`src/rtl/bcd_to_binary_16bit_seq_if.sv`:
```
// Handshake bundle for the sequential BCD-to-binary converter.
// The requester drives start/bcd_in; the converter answers with busy/done/err/binary_out.
interface bcd_to_binary_16bit_seq_if #(
  parameter int DIGITS = 4,
  parameter int BIN_W  = 16
);
  logic                  start;
  logic [4*DIGITS-1:0]   bcd_in;
  logic                  busy;
  logic                  done;
  logic                  err;
  logic [BIN_W-1:0]      binary_out;

  modport master (
    output start, bcd_in,
    input  busy, done, err, binary_out
  );

  modport slave (
    input  start, bcd_in,
    output busy, done, err, binary_out
  );
endinterface

```
`src/rtl/bcd_to_binary_16bit_seq.sv`:
```
// Sequential reverse double-dabble: packed BCD in, binary out, one
// shift-and-correct step per clock. Invalid digits (>9) are rejected
// immediately with done+err and no iterations.
module bcd_to_binary_16bit_seq #(
  parameter int DIGITS = 4,
  parameter int BIN_W  = 16
) (
  input  logic                    clk,
  input  logic                    rst_n,
  bcd_to_binary_16bit_seq_if.slave bus
);

  localparam int W     = 4 * DIGITS;
  localparam int CNT_W = (BIN_W > 1) ? $clog2(BIN_W) : 1;
  localparam logic [CNT_W-1:0] CNT_LAST = CNT_W'(BIN_W - 1);

  localparam logic [0:0] S_IDLE  = 1'b0;
  localparam logic [0:0] S_SHIFT = 1'b1;

  logic [0:0]       state_reg;
  logic [W-1:0]     sr_bcd;
  logic [BIN_W-1:0] sr_bin;
  logic [CNT_W-1:0] cnt;
  logic             done_reg;
  logic             err_reg;
  logic [BIN_W-1:0] out_reg;

  logic [DIGITS-1:0] digit_bad;
  logic              any_bad;
  logic [W-1:0]      shifted_bcd;
  logic [W-1:0]      bcd_next;
  logic [BIN_W-1:0]  bin_next;

  // The bit leaving the BCD register's LSB enters the binary register's MSB.
  assign shifted_bcd = {1'b0, sr_bcd[W-1:1]};
  assign bin_next    = {sr_bcd[0], sr_bin[BIN_W-1:1]};

  // Per-digit validation of the input and per-digit correction after the shift;
  // each digit is corrected independently with no borrow between digits.
  for (genvar gi = 0; gi < DIGITS; gi++) begin : g_digit
    assign digit_bad[gi] = (bus.bcd_in[4*gi +: 4] > 4'd9);
    assign bcd_next[4*gi +: 4] = (shifted_bcd[4*gi +: 4] >= 4'd8)
                               ? (shifted_bcd[4*gi +: 4] - 4'd3)
                               : shifted_bcd[4*gi +: 4];
  end

  assign any_bad = |digit_bad;

  assign bus.busy       = (state_reg == S_SHIFT);
  assign bus.done       = done_reg;
  assign bus.err        = err_reg;
  assign bus.binary_out = out_reg;

  // Handshake FSM plus the shift/correct datapath; done/err are single-cycle pulses.
  always_ff @(posedge clk or negedge rst_n) begin
    if (!rst_n) begin
      state_reg <= S_IDLE;
      sr_bcd    <= '0;
      sr_bin    <= '0;
      cnt       <= '0;
      done_reg  <= 1'b0;
      err_reg   <= 1'b0;
      out_reg   <= '0;
    end else begin
      done_reg <= 1'b0;
      err_reg  <= 1'b0;
      case (state_reg)
        S_IDLE: begin
          if (bus.start) begin
            if (any_bad) begin
              // Reject without converting; result reads as zero.
              done_reg <= 1'b1;
              err_reg  <= 1'b1;
              out_reg  <= '0;
            end else begin
              sr_bcd    <= bus.bcd_in;
              sr_bin    <= '0;
              cnt       <= '0;
              state_reg <= S_SHIFT;
            end
          end
        end
        S_SHIFT: begin
          sr_bcd <= bcd_next;
          sr_bin <= bin_next;
          if (cnt == CNT_LAST) begin
            out_reg   <= bin_next;
            done_reg  <= 1'b1;
            state_reg <= S_IDLE;
          end else begin
            cnt <= cnt + 1'b1;
          end
        end
        default: state_reg <= S_IDLE;
      endcase
    end
  end

endmodule

```
`src/flat_wrapper.sv`:
```
// flat-port wrapper written by rule: the top's interface ports become plain ports
module bcd_to_binary_16bit_seq_flat 
#(
  parameter int DIGITS = 4,
  parameter int BIN_W  = 16
)
  (clk, rst_n, bus_start, bus_bcd_in, bus_busy, bus_done, bus_err, bus_binary_out);
  bcd_to_binary_16bit_seq_if #(.DIGITS(DIGITS), .BIN_W(BIN_W)) bus_i ();
  input  logic clk;
  input  logic rst_n;
  input wire logic [$bits(bus_i.start)-1:0] bus_start;
  input wire logic [$bits(bus_i.bcd_in)-1:0] bus_bcd_in;
  output wire logic [$bits(bus_i.busy)-1:0] bus_busy;
  output wire logic [$bits(bus_i.done)-1:0] bus_done;
  output wire logic [$bits(bus_i.err)-1:0] bus_err;
  output wire logic [$bits(bus_i.binary_out)-1:0] bus_binary_out;
  assign bus_i.start = bus_start;
  assign bus_i.bcd_in = bus_bcd_in;
  assign bus_busy = bus_i.busy;
  assign bus_done = bus_i.done;
  assign bus_err = bus_i.err;
  assign bus_binary_out = bus_i.binary_out;
  bcd_to_binary_16bit_seq #(.DIGITS(DIGITS), .BIN_W(BIN_W)) u_core (.clk(clk), .rst_n(rst_n), .bus(bus_i));
endmodule
```
`config.mk`:
```
export PLATFORM = sky130hd
export DESIGN_NAME = bcd_to_binary_16bit_seq_flat
export DESIGN_NICKNAME = d
export VERILOG_FILES = /design/src/rtl/bcd_to_binary_16bit_seq_if.sv /design/src/rtl/bcd_to_binary_16bit_seq.sv /design/src/flat_wrapper.sv
export SDC_FILE = /design/constraint.sdc
export NUM_CORES = 1
export LEC_CHECK = 0
export BUFFER_PORTS_ARGS = -buffer_cell sky130_fd_sc_hd__buf_2
export CORE_MARGIN = 2
export CORE_UTILIZATION = 56
export CTS_CLUSTER_SIZE = 12
export DETAILED_ROUTE_END_ITERATION = 8
export PLACE_DENSITY = 0.79
export REMOVE_ABC_BUFFERS = 1
export SLEW_MARGIN = 25
export SYNTH_ARGS = -nofsm -noshare
export SYNTH_HDL_FRONTEND = slang
export SYNTH_SLANG_ARGS = --single-unit
export TNS_END_PERCENT = 50
```
`constraint.sdc`:
```
create_clock -name clk -period 2.4 [get_ports clk]
set_clock_uncertainty 0.15 [all_clocks]
set_input_delay 0.12 -clock clk [delete_from_list [all_inputs] [get_ports clk]]
set_output_delay 0.12 -clock clk [all_outputs]
set_load 0.005 [all_outputs]
```
# [Word-level counts from Yosys, hierarchy flattened]
# Index checks and enable logic that the tools add are counted.
[word_totals] word_cells=58 ramBits=0 inputBits=19 latch_bits=0 out_inout_bits=19 reg_bits=55 n_memories=0 romBits=0
[classes] shift=0 add_sub_neg=5 n_div=0 muxes=27 bitwise_logic=1 n_eq_ne=6 reduce_logical=4 n_lt_le_gt_ge=8 multipliers=0
[op_table] op="16-bit two-way mux" count=7
[op_table] op="16-bit one-hot mux with 2 select lines" count=3
[op_table] op="4-bit two-way mux" count=7
[op_table] op="4-bit > comparator (second input constant)" count=4
[op_table] op="4-bit >= comparator (second input constant)" count=3
[op_table] op="4-bit by 2-bit subtractor with 4-bit output (second input constant)" count=3
[op_table] op="2-bit inequality test (second input constant)" count=4
[op_table] op="4-bit one-hot mux with 2 select lines" count=1
[op_table] op="1-bit two-way mux" count=7
[op_table] op="3-bit AND reduction" count=2
[op_table] op="4-bit by 1-bit adder with 4-bit output (second input constant)" count=1
[op_table] op="4-bit equality test (second input constant)" count=1
[op_table] op="3-bit by 4-bit >= comparator with 1-bit output (second input constant)" count=1
[op_table] op="1-bit one-hot mux with 2 select lines" count=2
[op_table] op="4-bit OR reduction" count=1
[op_table] op="3-bit by 2-bit subtractor with 4-bit output (second input constant)" count=1
[op_table] op="2-bit by 1-bit inequality test with 1-bit output (second input constant)" count=1
[op_table] op="2-bit AND reduction" count=1
[op_table] op="1-bit NOT" count=1

# [Depth between registers and ports, before layout]
[logic_depth] ltp_word=5 ltp_mapped=6 ltp_nobuf=5

# [Worst setup path before layout]
# No wires, ideal clock.
[synth_path] kind="register -> register" startpoint="register u_core.cnt[0]" endpoint="register u_core.out_reg[10] (netlist: u_core.bus.binary_out[10])" path_stages_with_launch=7 t_required_ns=2.129 n_path_buf=1 arrival_time_ns=1.387 synth_period_minus_slack_ns=1.658 slack_ns=0.742 path_cell_list="dfrtp_1 > ha_1 > nand2_1 > nor2_4 > o22ai_4 > buf_4 > a22o_1"
[synth_via] elab_chain_len=3
[synth_lines] element="start: declaration" line="bcd_to_binary_16bit_seq.sv:23" text="logic [CNT_W-1:0] cnt;"
[synth_lines] element="start signal: assignment" line="bcd_to_binary_16bit_seq.sv:91" text="cnt <= cnt + 1'b1;"
[synth_lines] element="4-bit equality test" line="bcd_to_binary_16bit_seq.sv:86" text="if (cnt == CNT_LAST) begin"
[synth_lines] element="2-bit inequality test (no source line)"
[synth_lines] element="3-bit AND reduction (no source line)"
[synth_lines] element="end signal: assignment" line="bcd_to_binary_16bit_seq.sv:87" text="out_reg <= bin_next;"
[synth_lines] element="end: declaration" line="bcd_to_binary_16bit_seq.sv:26" text="logic [BIN_W-1:0] out_reg;"
# Every way passes these cells.
# A chain may end at the register's enable or synchronous reset.

# [Worst setup path in the final report]
[layout_path] startpoint="input bus_bcd_in[14]" endpoint="register u_core.sr_bcd[7]"
[layout_via] elab_chain_len=4
[layout_lines] element="start: declaration" line="flat_wrapper.sv:12" text="input wire logic [$bits(bus_i.bcd_in)-1:0] bus_bcd_in;"
[layout_lines] element="4-bit > comparator" line="bcd_to_binary_16bit_seq.sv:41" text="assign digit_bad[gi] = (bus.bcd_in[4*gi +: 4] > 4'd9);"
[layout_lines] element="4-bit OR reduction" line="bcd_to_binary_16bit_seq.sv:47" text="assign any_bad = |digit_bad;"
[layout_lines] element="2-bit inequality test (no source line)"
[layout_lines] element="2-bit AND reduction (no source line)"
[layout_lines] element="end signal: assignment" line="bcd_to_binary_16bit_seq.sv:76" text="sr_bcd <= bus.bcd_in;"
[layout_lines] element="end signal: assignment" line="bcd_to_binary_16bit_seq.sv:84" text="sr_bcd <= bcd_next;"
[layout_lines] element="end: declaration" line="bcd_to_binary_16bit_seq.sv:21" text="logic [W-1:0] sr_bcd;"
# Every way passes these cells.

==> reports/summary.json <==
{
  "floorplanning": {
    "dieArea_mm2": 0.00502,
    "design.core.area_mm2": 0.00432,
    "overall_die_width_um": 70.9,
    "std_cell_rows": 24,
    "die_height_um": 70.9,
    "boundaryPins": 38,
    "initial_utilization": 0.579
  },
  "routing": {
    "route.detailed.wl_per_inst_um": 16.0,
    "route.detailed.drc": 0,
    "viasPerCell": 5.94,
    "drt_iter0_drc": 98,
    "wirelength_um": 4890,
    "routed-via-count": 1813,
    "drtPass1Iterations": 4,
    "route.antenna.remaining_nets": 0
  },
  "timing": {
    "worst_hold_slack_ps": 7.10,
    "period_needed_ps": 1980,
    "min_period_over_period": 0.824,
    "report.final.setup_viol": 0,
    "tightest_slew_ps": 661,
    "maxClockFrequency_mhz": 506,
    "rsz_0062_raised_after_global_routing": "no",
    "slew_viol_final": 0,
    "slew-limit-headroom": 0.560,
    "final-hold-violation-count": 0
  },
  "finish": {
    "layout.cell_area.non_filler_mm2": 0.00287,
    "multi_input_area_mm2": 0.00103,
    "antenna-diode-count": 0,
    "final.fill_count": 348,
    "final_standard_cell_utilization_of_the_core": 0.663,
    "area_growth_from_synthesis_to_final_layout_pct": 14.5,
    "layout_common_cells": "sky130_fd_sc_hd__dfrtp_1, sky130_fd_sc_hd__buf_2, sky130_fd_sc_hd__a22o_1",
    "regArea_mm2": 0.00135,
    "post_layout_nonfiller_instances": 305,
    "finalNetCount": 278,
    "most_common_cell_after_layout_fill_and_taps_aside": "sky130_fd_sc_hd__dfrtp_1",
    "final_layout_size_suffix_gt1_frac": 0.229
  },
  "logic_synthesis": {
    "synth_top_family_by_area": "compound AO/OA/AOI/OAI gates",
    "synth.avg_cell_area_um2": 11.7,
    "share_of_synthesized_cell_area_in_full_adder_half_adder_and_majority_cells": 0.0350,
    "synth_compound_gate_area_share": 0.273,
    "seq_area_frac_synth": 0.539,
    "synth_mux_area_frac": 0.0240,
    "yosys_warnings": 0,
    "ys_seq_elements": 54,
    "yosys.cell_types.count": 34,
    "synth_xor_xnor_area_share": 0.0245,
    "area_of_the_mapped_netlist_mm2": 0.00250,
    "area_share_of_and_or_nand_nor_cells_after_synthesis": 0.0559,
    "synthCells": 214
  },
  "grt": {
    "global_route.overflow_total": 0,
    "grt_start_max_net_pins": 55,
    "grt_first_pass_wirelength_um": 8580,
    "grt_pass1_vias": 1792,
    "grt_antenna_before_repair": 0,
    "grt_util_all_layers": 0.216
  },
  "power_and_ir_drop": {
    "p_per_area_mw_per_mm2": 1290,
    "gate_power_share": 0.375,
    "power.switching_fraction": 0.364,
    "power.ir.vdd_worst_mv": 0.657,
    "total_power_mw": 3.69,
    "power_frac_seq": 0.450,
    "p_switching_mw": 1.34,
    "leakagePower_nw": 1.39,
    "pwr-share-clk": 0.175,
    "internal_power_mw": 2.35
  },
  "clock_network": {
    "cts_hold_buffers": 5,
    "clock_sink_count": 54,
    "cts_htree_levels": 2,
    "clk_pin_slew_worst_paths_ps": 100,
    "cts_tree": "built",
    "post_cts.resized_instances": 0,
    "clk_root_buffer_cell": "sky130_fd_sc_hd__clkbuf_8",
    "worstSkewPairLatency_ps": 310,
    "clk_path_buf_depth": 2,
    "post-cts-setup-buffers": 0,
    "tritoncts.num_buffers": 5
  },
  "critical_path": {
    "worst-endpoint-arrival_ps": 2020,
    "crit-reg2reg-launch": "u_core.bus.busy",
    "setup.worst_path.end_class": "flop",
    "r2r-end": "u_core.sr_bcd[7]",
    "crit_type": "input pin to flop",
    "worst-path-max-fanout": 16,
    "reg2reg_depth": 4,
    "r2r_slack_ps": 570,
    "worst-endpoint-required_ps": 2440,
    "timing.critical_path.from_type": "input pin"
  },
  "placement": {
    "placedCellCount": 292,
    "buffer_ports.inserted": 37,
    "routabilityCongestion": 0.772,
    "dpl-instance-area_mm2": 0.00270,
    "dpl.hpwl_um": 3090
  },
  "hold_path": {
    "min_from": "bus_bcd_in[2]",
    "hold_path.class": "input pin to flop",
    "worst_hold_path.endpoint": "u_core.sr_bcd[2]",
    "min_path_cells": 3
  },
  "job": {
    "number_of_max_cap_violations": 0
  },
  "outcome": {
    "outcome": "finished clean"
  }
}
==> worst max-delay path, cell delays in order <==
cell and delay (ps):
sky130_fd_sc_hd__dlygate4sd3_1 540, sky130_fd_sc_hd__buf_2 130, sky130_fd_sc_hd__o21ai_2 190, sky130_fd_sc_hd__nand4_1 510, sky130_fd_sc_hd__nor3_1 390, sky130_fd_sc_hd__o31ai_1 130
==> cells in the mapped netlist <==
cell type / n / area share
sky130_fd_sc_hd__dfrtp_1: 54 / 0.54
sky130_fd_sc_hd__a41oi_1: 1 / 0.0035
sky130_fd_sc_hd__a21oi_4: 1 / 0.0065
sky130_fd_sc_hd__nand4_1: 1 / 0.0025
sky130_fd_sc_hd__o31ai_1: 1 / 0.0030
sky130_fd_sc_hd__inv_1: 9 / 0.013
sky130_fd_sc_hd__a22o_1: 32 / 0.11
sky130_fd_sc_hd__and4_4: 1 / 0.0045
sky130_fd_sc_hd__a211oi_1: 2 / 0.0060
sky130_fd_sc_hd__o21ai_2: 4 / 0.014
sky130_fd_sc_hd__o22ai_1: 2 / 0.0050
sky130_fd_sc_hd__xnor2_1: 6 / 0.021
sky130_fd_sc_hd__a21oi_1: 4 / 0.0080
sky130_fd_sc_hd__xor2_1: 1 / 0.0035
sky130_fd_sc_hd__nor2_1: 2 / 0.0030
sky130_fd_sc_hd__a2bb2oi_1: 3 / 0.010
sky130_fd_sc_hd__a31o_2: 1 / 0.0035
sky130_fd_sc_hd__o2bb2ai_1: 1 / 0.0035
sky130_fd_sc_hd__ha_1: 7 / 0.035
sky130_fd_sc_hd__buf_2: 4 / 0.0080
sky130_fd_sc_hd__nand2_1: 6 / 0.0090
sky130_fd_sc_hd__mux2i_1: 6 / 0.024
sky130_fd_sc_hd__buf_4: 1 / 0.0030
sky130_fd_sc_hd__buf_6: 3 / 0.013
sky130_fd_sc_hd__clkbuf_1: 7 / 0.010
sky130_fd_sc_hd__o21ai_0: 15 / 0.030
sky130_fd_sc_hd__nor3_1: 4 / 0.0080
sky130_fd_sc_hd__nor2_4: 1 / 0.0045
sky130_fd_sc_hd__a22oi_1: 9 / 0.027
sky130_fd_sc_hd__nand3_1: 6 / 0.012
sky130_fd_sc_hd__a31oi_1: 13 / 0.032
sky130_fd_sc_hd__o22ai_4: 1 / 0.0080
sky130_fd_sc_hd__or2_1: 2 / 0.0050
sky130_fd_sc_hd__nor2b_1: 3 / 0.0075
==> power groups by stage <==
stage,logic (mW),clock network (mW),registers [mW]
2_1_floorplan,0.961,0,1.65
3_3_place_gp,1.33,0,1.67
3_5_place_dp,1.38,0,1.67
4_1_cts,1.40,0.653,1.66
5_1_grt,1.57,0.705,1.72
6_report,1.38,0.647,1.66
==> cell families after synthesis <==
family	count (synthesis)
XOR/XNOR	7
adder cells (fa/ha/maj)	7
AND/OR/NAND/NOR	26
flip-flops	54
buffers and inverters	24
AO/OA/AOI/OAI	90
multiplexers	6
==> worst max-delay path by stage <==
stage	from	slack (ps)	to
3_5_place_dp	u_core.bus.busy	640	u_core.sr_bcd[7]
2_1_floorplan	u_core.bus.busy	-30	u_core.bus.binary_out[0]
4_1_cts	bus_bcd_in[14]	450	u_core.sr_bcd[7]
3_3_place_gp	u_core.cnt[0]	680	u_core.bus.binary_out[13]
6_report	bus_bcd_in[14]	420	u_core.sr_bcd[7]
5_1_grt	bus_bcd_in[14]	340	u_core.sr_bcd[0]
==> layout make-up <==
class | count | area share
sequential | 54 | 0.471
multi-input combinational | 136 | 0.360
timing repair buffer | 46 | 0.0925
clock buffer | 6 | 0.0288
tap | 52 | 0.0227
clock inverter | 2 | 0.0135
inverter | 9 | 0.0118
==> per-layer routing <==
layer / global-route usage / up-vias / share of wire
met5: 0 / - / 0
met4: 0.0587 / 0 / 0.012
met3: 0.0670 / 6 / 0.050
met2: 0.333 / 48 / 0.47
met1: 0.300 / 879 / 0.47
li1: - / 880 / -
==> metrics by stage <==
stage / worst slack [ps] / TNS (ps)
after CTS: 449 / 0
after detailed placement: 640 / 0
after floorplan: -25.6 / -410
final: 422 / 0
after global placement: 680 / 0
after global routing: 342 / 0
(Power assumes the default switching activity.)
